File: src/rtl/lib_switchblock_pkg.sv
`default_nettype none
// ============================================================================
// lib_switchblock_pkg: shared widths, sequencer state type and counter limit.
// Revision 1.0
// ============================================================================
package lib_switchblock_pkg;

  localparam int INPUT_WIDTH  = 16;
  localparam int OUTPUT_WIDTH = 3;

  localparam logic [15:0] CNT16_MAX = 16'hFFFF;

  typedef enum logic [2:0] {
    IDLE      = 3'd0,
    WAIT_TICK = 3'd1,
    LAUNCH    = 3'd2,
    WAIT_Q    = 3'd3,
    PUSH      = 3'd4
  } quant_sched_state_t;

endpackage
`default_nettype wire

File: src/rtl/quant_tick_gen.sv
`default_nettype none
// ============================================================================
// quant_tick_gen: modulo-OSR_DIV tick counter with synchronous clear.
// Revision 1.0
// ============================================================================
module quant_tick_gen #(
  parameter int OSR_DIV = 8,
  parameter int CNT_W   = 8
) (
  input  logic clk_i,
  input  logic rst_i,
  input  logic i_clr,
  output logic o_tick
);

  localparam logic [CNT_W-1:0] c_last = CNT_W'(OSR_DIV - 1);

  logic [CNT_W-1:0] r_cnt;

  always_ff @(posedge clk_i or negedge rst_i) begin
    if (!rst_i) begin
      r_cnt <= '0;
    end else if (i_clr || (r_cnt == c_last)) begin
      r_cnt <= '0;
    end else begin
      r_cnt <= r_cnt + CNT_W'(1);
    end
  end

  assign o_tick = (r_cnt == c_last);

endmodule
`default_nettype wire

File: src/rtl/quant_sched_ctrl.sv
`default_nettype none
// ============================================================================
// quant_sched_ctrl: tick-paced quantizer sequencer between sample source and DEM.
// Revision 1.0
// ============================================================================
module quant_sched_ctrl #(
  parameter int INPUT_WIDTH  = lib_switchblock_pkg::INPUT_WIDTH,
  parameter int OUTPUT_WIDTH = lib_switchblock_pkg::OUTPUT_WIDTH,
  parameter int OSR_DIV      = 8,
  parameter int QUANT_LAT    = 1,
  parameter int CNT_W        = 8
) (
  input  logic                    clk_i,
  input  logic                    rst_i,
  input  logic                    en_i,
  input  logic                    s_valid_i,
  output logic                    s_ready_o,
  input  logic [INPUT_WIDTH-1:0]  s_data_i,
  output logic [INPUT_WIDTH-1:0]  q_x_o,
  output logic [INPUT_WIDTH-1:0]  q_ntf_o,
  output logic                    q_start_o,
  input  logic [OUTPUT_WIDTH-1:0] q_out_i,
  input  logic [INPUT_WIDTH-1:0]  q_err_i,
  output logic                    m_valid_o,
  input  logic                    m_ready_i,
  output logic [OUTPUT_WIDTH-1:0] m_data_o,
  output logic [15:0]             underrun_cnt_o,
  output logic [15:0]             overrun_cnt_o,
  output logic                    busy_o
);

  import lib_switchblock_pkg::*;

  localparam logic [CNT_W-1:0] c_qlast = CNT_W'(QUANT_LAT - 1);

  quant_sched_state_t      r_state;
  logic [INPUT_WIDTH-1:0]  r_sample;
  logic [INPUT_WIDTH-1:0]  r_err;
  logic [INPUT_WIDTH-1:0]  r_qx;
  logic [INPUT_WIDTH-1:0]  r_qntf;
  logic                    r_qstart;
  logic                    r_mvalid;
  logic [OUTPUT_WIDTH-1:0] r_mdata;
  logic [15:0]             r_under;
  logic [15:0]             r_over;
  logic [CNT_W-1:0]        r_qcnt;

  logic                    w_tick;
  logic                    w_tick_clr;
  logic                    w_take;
  logic                    w_qlast;
  logic [INPUT_WIDTH-1:0]  w_sample;

  assign w_tick_clr = (r_state == IDLE) || !en_i;

  quant_tick_gen #(
    .OSR_DIV (OSR_DIV),
    .CNT_W   (CNT_W)
  ) u_tick_gen (
    .clk_i  (clk_i),
    .rst_i  (rst_i),
    .i_clr  (w_tick_clr),
    .o_tick (w_tick)
  );

  assign w_take   = (r_state == WAIT_TICK) && en_i && w_tick;
  assign w_qlast  = (r_state == WAIT_Q) && (r_qcnt == c_qlast);
  assign w_sample = s_valid_i ? s_data_i : r_sample;

  // Launch operands are registered on the tick edge so they are stable during the strobe.
  always_ff @(posedge clk_i or negedge rst_i) begin
    if (!rst_i) begin
      r_state  <= IDLE;
      r_sample <= '0;
      r_err    <= '0;
      r_qx     <= '0;
      r_qntf   <= '0;
      r_qstart <= 1'b0;
      r_mvalid <= 1'b0;
      r_mdata  <= '0;
      r_under  <= '0;
      r_over   <= '0;
      r_qcnt   <= '0;
    end else begin
      r_qstart <= 1'b0;
      case (r_state)
        IDLE: begin
          if (en_i) r_state <= WAIT_TICK;
        end
        WAIT_TICK: begin
          if (!en_i) begin
            r_state <= IDLE;
          end else if (w_tick) begin
            r_sample <= w_sample;
            r_qx     <= w_sample;
            r_qntf   <= r_err;
            r_qstart <= 1'b1;
            if (!s_valid_i && (r_under != CNT16_MAX)) r_under <= r_under + 16'd1;
            r_state  <= LAUNCH;
          end
        end
        LAUNCH: begin
          r_qcnt  <= '0;
          r_state <= WAIT_Q;
        end
        WAIT_Q: begin
          if (w_qlast) begin
            r_mdata <= q_out_i;
            r_err   <= q_err_i;
            r_state <= PUSH;
          end else begin
            r_qcnt <= r_qcnt + CNT_W'(1);
          end
        end
        PUSH: begin
          r_state <= en_i ? WAIT_TICK : IDLE;
        end
        default: r_state <= IDLE;
      endcase

      // Valid rises together with the captured code; an unaccepted code being replaced is an overrun.
      if (w_qlast) begin
        r_mvalid <= 1'b1;
      end else if (r_mvalid && m_ready_i) begin
        r_mvalid <= 1'b0;
      end
      if (w_qlast && r_mvalid && !m_ready_i && (r_over != CNT16_MAX)) begin
        r_over <= r_over + 16'd1;
      end
    end
  end

  assign s_ready_o      = w_take;
  assign q_x_o          = r_qx;
  assign q_ntf_o        = r_qntf;
  assign q_start_o      = r_qstart;
  assign m_valid_o      = r_mvalid;
  assign m_data_o       = r_mdata;
  assign underrun_cnt_o = r_under;
  assign overrun_cnt_o  = r_over;
  assign busy_o         = (r_state != IDLE);

endmodule
`default_nettype wire

File: config.mk
export PLATFORM = sky130hd
export DESIGN_NAME = quant_sched_ctrl
export DESIGN_NICKNAME = d
export VERILOG_FILES = /design/src/rtl/lib_switchblock_pkg.sv /design/src/rtl/quant_tick_gen.sv /design/src/rtl/quant_sched_ctrl.sv
export SDC_FILE = /design/constraint.sdc
export NUM_CORES = 1
export LEC_CHECK = 0
export CORE_MARGIN = 4
export CORE_UTILIZATION = 50
export CTS_CLUSTER_SIZE = 14
export DETAILED_ROUTE_END_ITERATION = 10
export GPL_TIMING_DRIVEN = 0
export HOLD_SLACK_MARGIN = 0.15
export MAX_ROUTING_LAYER = met4
export PLACE_DENSITY = 0.79
export SYNTH_ARGS = -nofsm -noshare
export SYNTH_HDL_FRONTEND = slang
export SYNTH_SLANG_ARGS = --single-unit
File: constraint.sdc
create_clock -name clk_i -period 2.5 [get_ports clk_i]
set_input_delay 0.25 -clock clk_i [delete_from_list [all_inputs] [get_ports clk_i]]
set_output_delay 0.25 -clock clk_i [all_outputs]
set_load 0.01 [all_outputs]
==> metrics.cfg <==
[critical_path]
crit_chain = inv_1 -> ha_1 -> or3b_2 -> or4_4 -> buf_6 -> nor4_4 -> xor2_1
crit-reg2reg-launch = r_qcnt[0]$_DFFE_PN0P_
critPathRequiredTime_ns = 2.80
r2r_cells = 7
r2r-end = overrun_cnt_o[14]$_DFFE_PN0P_
arrival_ns = 2.63
cp.depth = 7
r2r_slack_ns = 0.17
cp_slowest_stage_delay_ns = 0.54
endpoint = overrun_cnt_o[14]$_DFFE_PN0P_
cpMaxStageDelayCell = or4_4
path_buf_inv = 2
path_max_fanout = 10
setup.worst_path.start = r_qcnt[0]$_DFFE_PN0P_
crit_path_end_kind = register
start_kind = register
path_class = register to register
cp_top_family = simple AND/OR/NAND/NOR gates

[synth]
synth-edff-count = 0
synthMuxAreaShare = 0.132
ys_warn_count = 0
synth-seq-area-share = 0.566
async_flop_share = 1.00
synthCells = 358
synth-adder-area-share = 0.0136
synth_xor_area_frac = 0.0781
synth_compound_area_frac = 0.0392
ys_types = 45
synth_nets = 403
synth-simple-area-share = 0.158
synth_top_family_by_area = simple AND/OR/NAND/NOR gates
synth.avg_cell_area_um2 = 12.8
ys_ff_latch = 104
syn_area_um2 = 4600
synth_ff_type = dfrtp_1

[timing]
grt_setup_unrepaired = no
finalWorstSetupSlack_ns = 0.166
relSlewSlack = 0.362
finalClockSkew_ns = 0.0127
period_needed_ns = 2.33
drv_slew = 0
finalCritPeriodShare = 0.934
tightestPinTransition_ns = 0.955
fmax_mhz = 428
hold_viol = 0
finalSetupViolations = 0

[clock_network]
clock_sinks = 104
clk_latency_ns = 0.37
max-clock-path-buffers = 2
cts_root_buf = clkbuf_8
clk_pin_slew_ns = 0.11
htree_levels = 3
cts_tree = yes
numCtsBuffers = 9

[cells_and_area]
area_growth_pct = 33.4
fin_util = 0.694
fin_nets = 528
insertedDiodeCount = 0
drive_above_1_share = 0.193

[worst_hold_path]
hp-class = input pin to asynchronous set/reset pin

[floorplanning]
start_util = 0.520
rows = 34
die_h_um = 104
die_w_um = 104
io_pins = 111
dieArea_um2 = 10800
core_um2 = 8850

[route]
first_pass_iters = 4
wl_per_cell_um = 15.5
drc = 0
vias_per_cell = 5.50
via_count = 3279
drt_iter0_markers = 77
drtAntennaViolNets = 0
wirelength_um = 9250

[run]
drv_cap = 0

[global_routing]
antenna_found_initial = 0
grt-ovfl-total = 0
grt_pass1_vias = 3443
grt_max_degree = 57
grt_pass1_wl_um = 16200
grt_use_total = 0.187

[place]
gp_congestion = 0.825
dp_hpwl_um = 6710
io_buffers = 110
place_ws_ns = -0.488

[power]
p_per_area_nw_per_um2 = 485
p_leak_nw = 2.81
vdd_drop_max_mv = 0.343

[outcome]
status = finished, final reports clean

cell usage in the layout, fill, tap and decap left out, types with 4 or more instances in the layout:
master           count
nand2_1             20
a2111oi_0            7
ha_1                 4
clkbuf_1             4
nor3_2               4
xor2_1              29
mux2_2              52
nand4_1             13
nand3_1             13
nor3_1               6
nor2_1              18
and3_1              10
dfrtp_1            102
inv_1                5
or3_1                4
buf_4                4
xnor2_1             12
clkbuf_8             9
clkdlybuf4s50_1    108
nor4_1               4
cells by family (layout without fill, tap and decap cells):
family / after synthesis / after routing
AO/OA/AOI/OAI: 24 / 24
AND/OR/NAND/NOR: 117 / 117
multiplexers: 54 / 54
XOR/XNOR: 41 / 41
adder cells (fa/ha/maj): 5 / 5
buffers and inverters: 13 / 143
flip-flops: 104 / 104
stage by stage:
stage	total power, mW	hold WS (ns)	cells	cell area [um2]	TNS [ns]
finish	2.98	0.430	596	6140	0
global route	3.11	0.453	596	6140	0
CTS	3.02	0.437	596	6140	0
detailed placement	1.88	0.317	577	5860	-5.01
global placement	1.87	0.478	576	5840	-274.69
floorplan	1.76	-0.0456	358	4600	0
how the worst min path moves through the flow:
stage	to	slack, ns	cells past startpoint
after floorplan	m_data_o[0]$_DFFE_PN0P_	-0.05	0
after global placement	underrun_cnt_o[11]$_DFFE_PN0P_	0.48	1
after detailed placement	q_ntf_o[12]$_DFFE_PN0P_	0.32	1
after CTS	q_ntf_o[12]$_DFFE_PN0P_	0.44	2
after global routing	q_x_o[12]$_DFFE_PN0P_	0.45	2
final	q_ntf_o[12]$_DFFE_PN0P_	0.43	2
timing repair:
action | in CTS | in global routing
hold buffers | 1 | 0
gates resized for setup | 10 | 0
buffers inserted | 2 | 0
setup endpoints to repair | 1 | 0
endpoints found under the hold margin | 48 | 0
where the power goes:
| part | leakage [nW] | switching (mW) | internal [mW] |
|---|---|---|---|
| Clock | 0.111 | 0.638 | 0.495 |
| Sequential | 1.40 | 0.00968 | 1.70 |
| Combinational | 1.30 | 0.0538 | 0.0821 |
| Total | 2.81 | 0.701 | 2.28 |
cells in the mapped netlist, types with 2 or more instances:
cell / count / share of area
or3_1: 4 / 0.0054
or4_4: 2 / 0.0049
a21oi_1: 2 / 0.0022
buf_2: 3 / 0.0033
ha_1: 5 / 0.014
clkbuf_1: 4 / 0.0033
xor2_1: 29 / 0.055
nand2b_1: 2 / 0.0027
nor3_1: 7 / 0.0076
o211ai_1: 3 / 0.0049
nand4b_1: 3 / 0.0057
nor4_4: 3 / 0.014
o21ai_0: 3 / 0.0033
nor2_1: 18 / 0.015
nor4_1: 4 / 0.0054
nand2_1: 20 / 0.016
xnor2_1: 12 / 0.023
and3_1: 10 / 0.014
and2_1: 2 / 0.0027
mux2_1: 2 / 0.0049
a211o_1: 2 / 0.0038
and4_1: 3 / 0.0057
dfrtp_1: 104 / 0.57
mux2_2: 52 / 0.13
inv_1: 5 / 0.0041
nand4_1: 13 / 0.018
nor3_2: 3 / 0.0065
a2111oi_0: 7 / 0.013
a21o_1: 2 / 0.0033
nand3_1: 13 / 0.014
a211oi_1: 2 / 0.0033
final cells by class:
class,instances,area [um2]
plain buffers,8,50.0
clock buffers,9,124
clock inverters,7,95.1
fillers,659,2710
inverters,5,18.8
multi-input cells,241,1960
flip-flops and latches,104,2610
well taps,108,135
repair buffers,114,1150
routing by layer:
layer | part of all wire | global-route usage | vias to the layer above
li1 | - | - | 1542
met1 | 0.41 | 0.217 | 1641
met2 | 0.50 | 0.305 | 89
met3 | 0.080 | 0.0726 | 7
met4 | 0.010 | 0.0551 | 0
met5 | 0 | - | -
state kept, by name, indices dropped and copies added (netlist names), 3 cells and up:
signal	count
overrun_cnt_o	16
q_ntf_o	16
q_x_o	16
r_err	16
underrun_cnt_o	16
r_qcnt	8
u_tick_gen.r_cnt	8
m_data_o	3
r_state	3
Note: power is estimated with default switching activity, not from simulation.
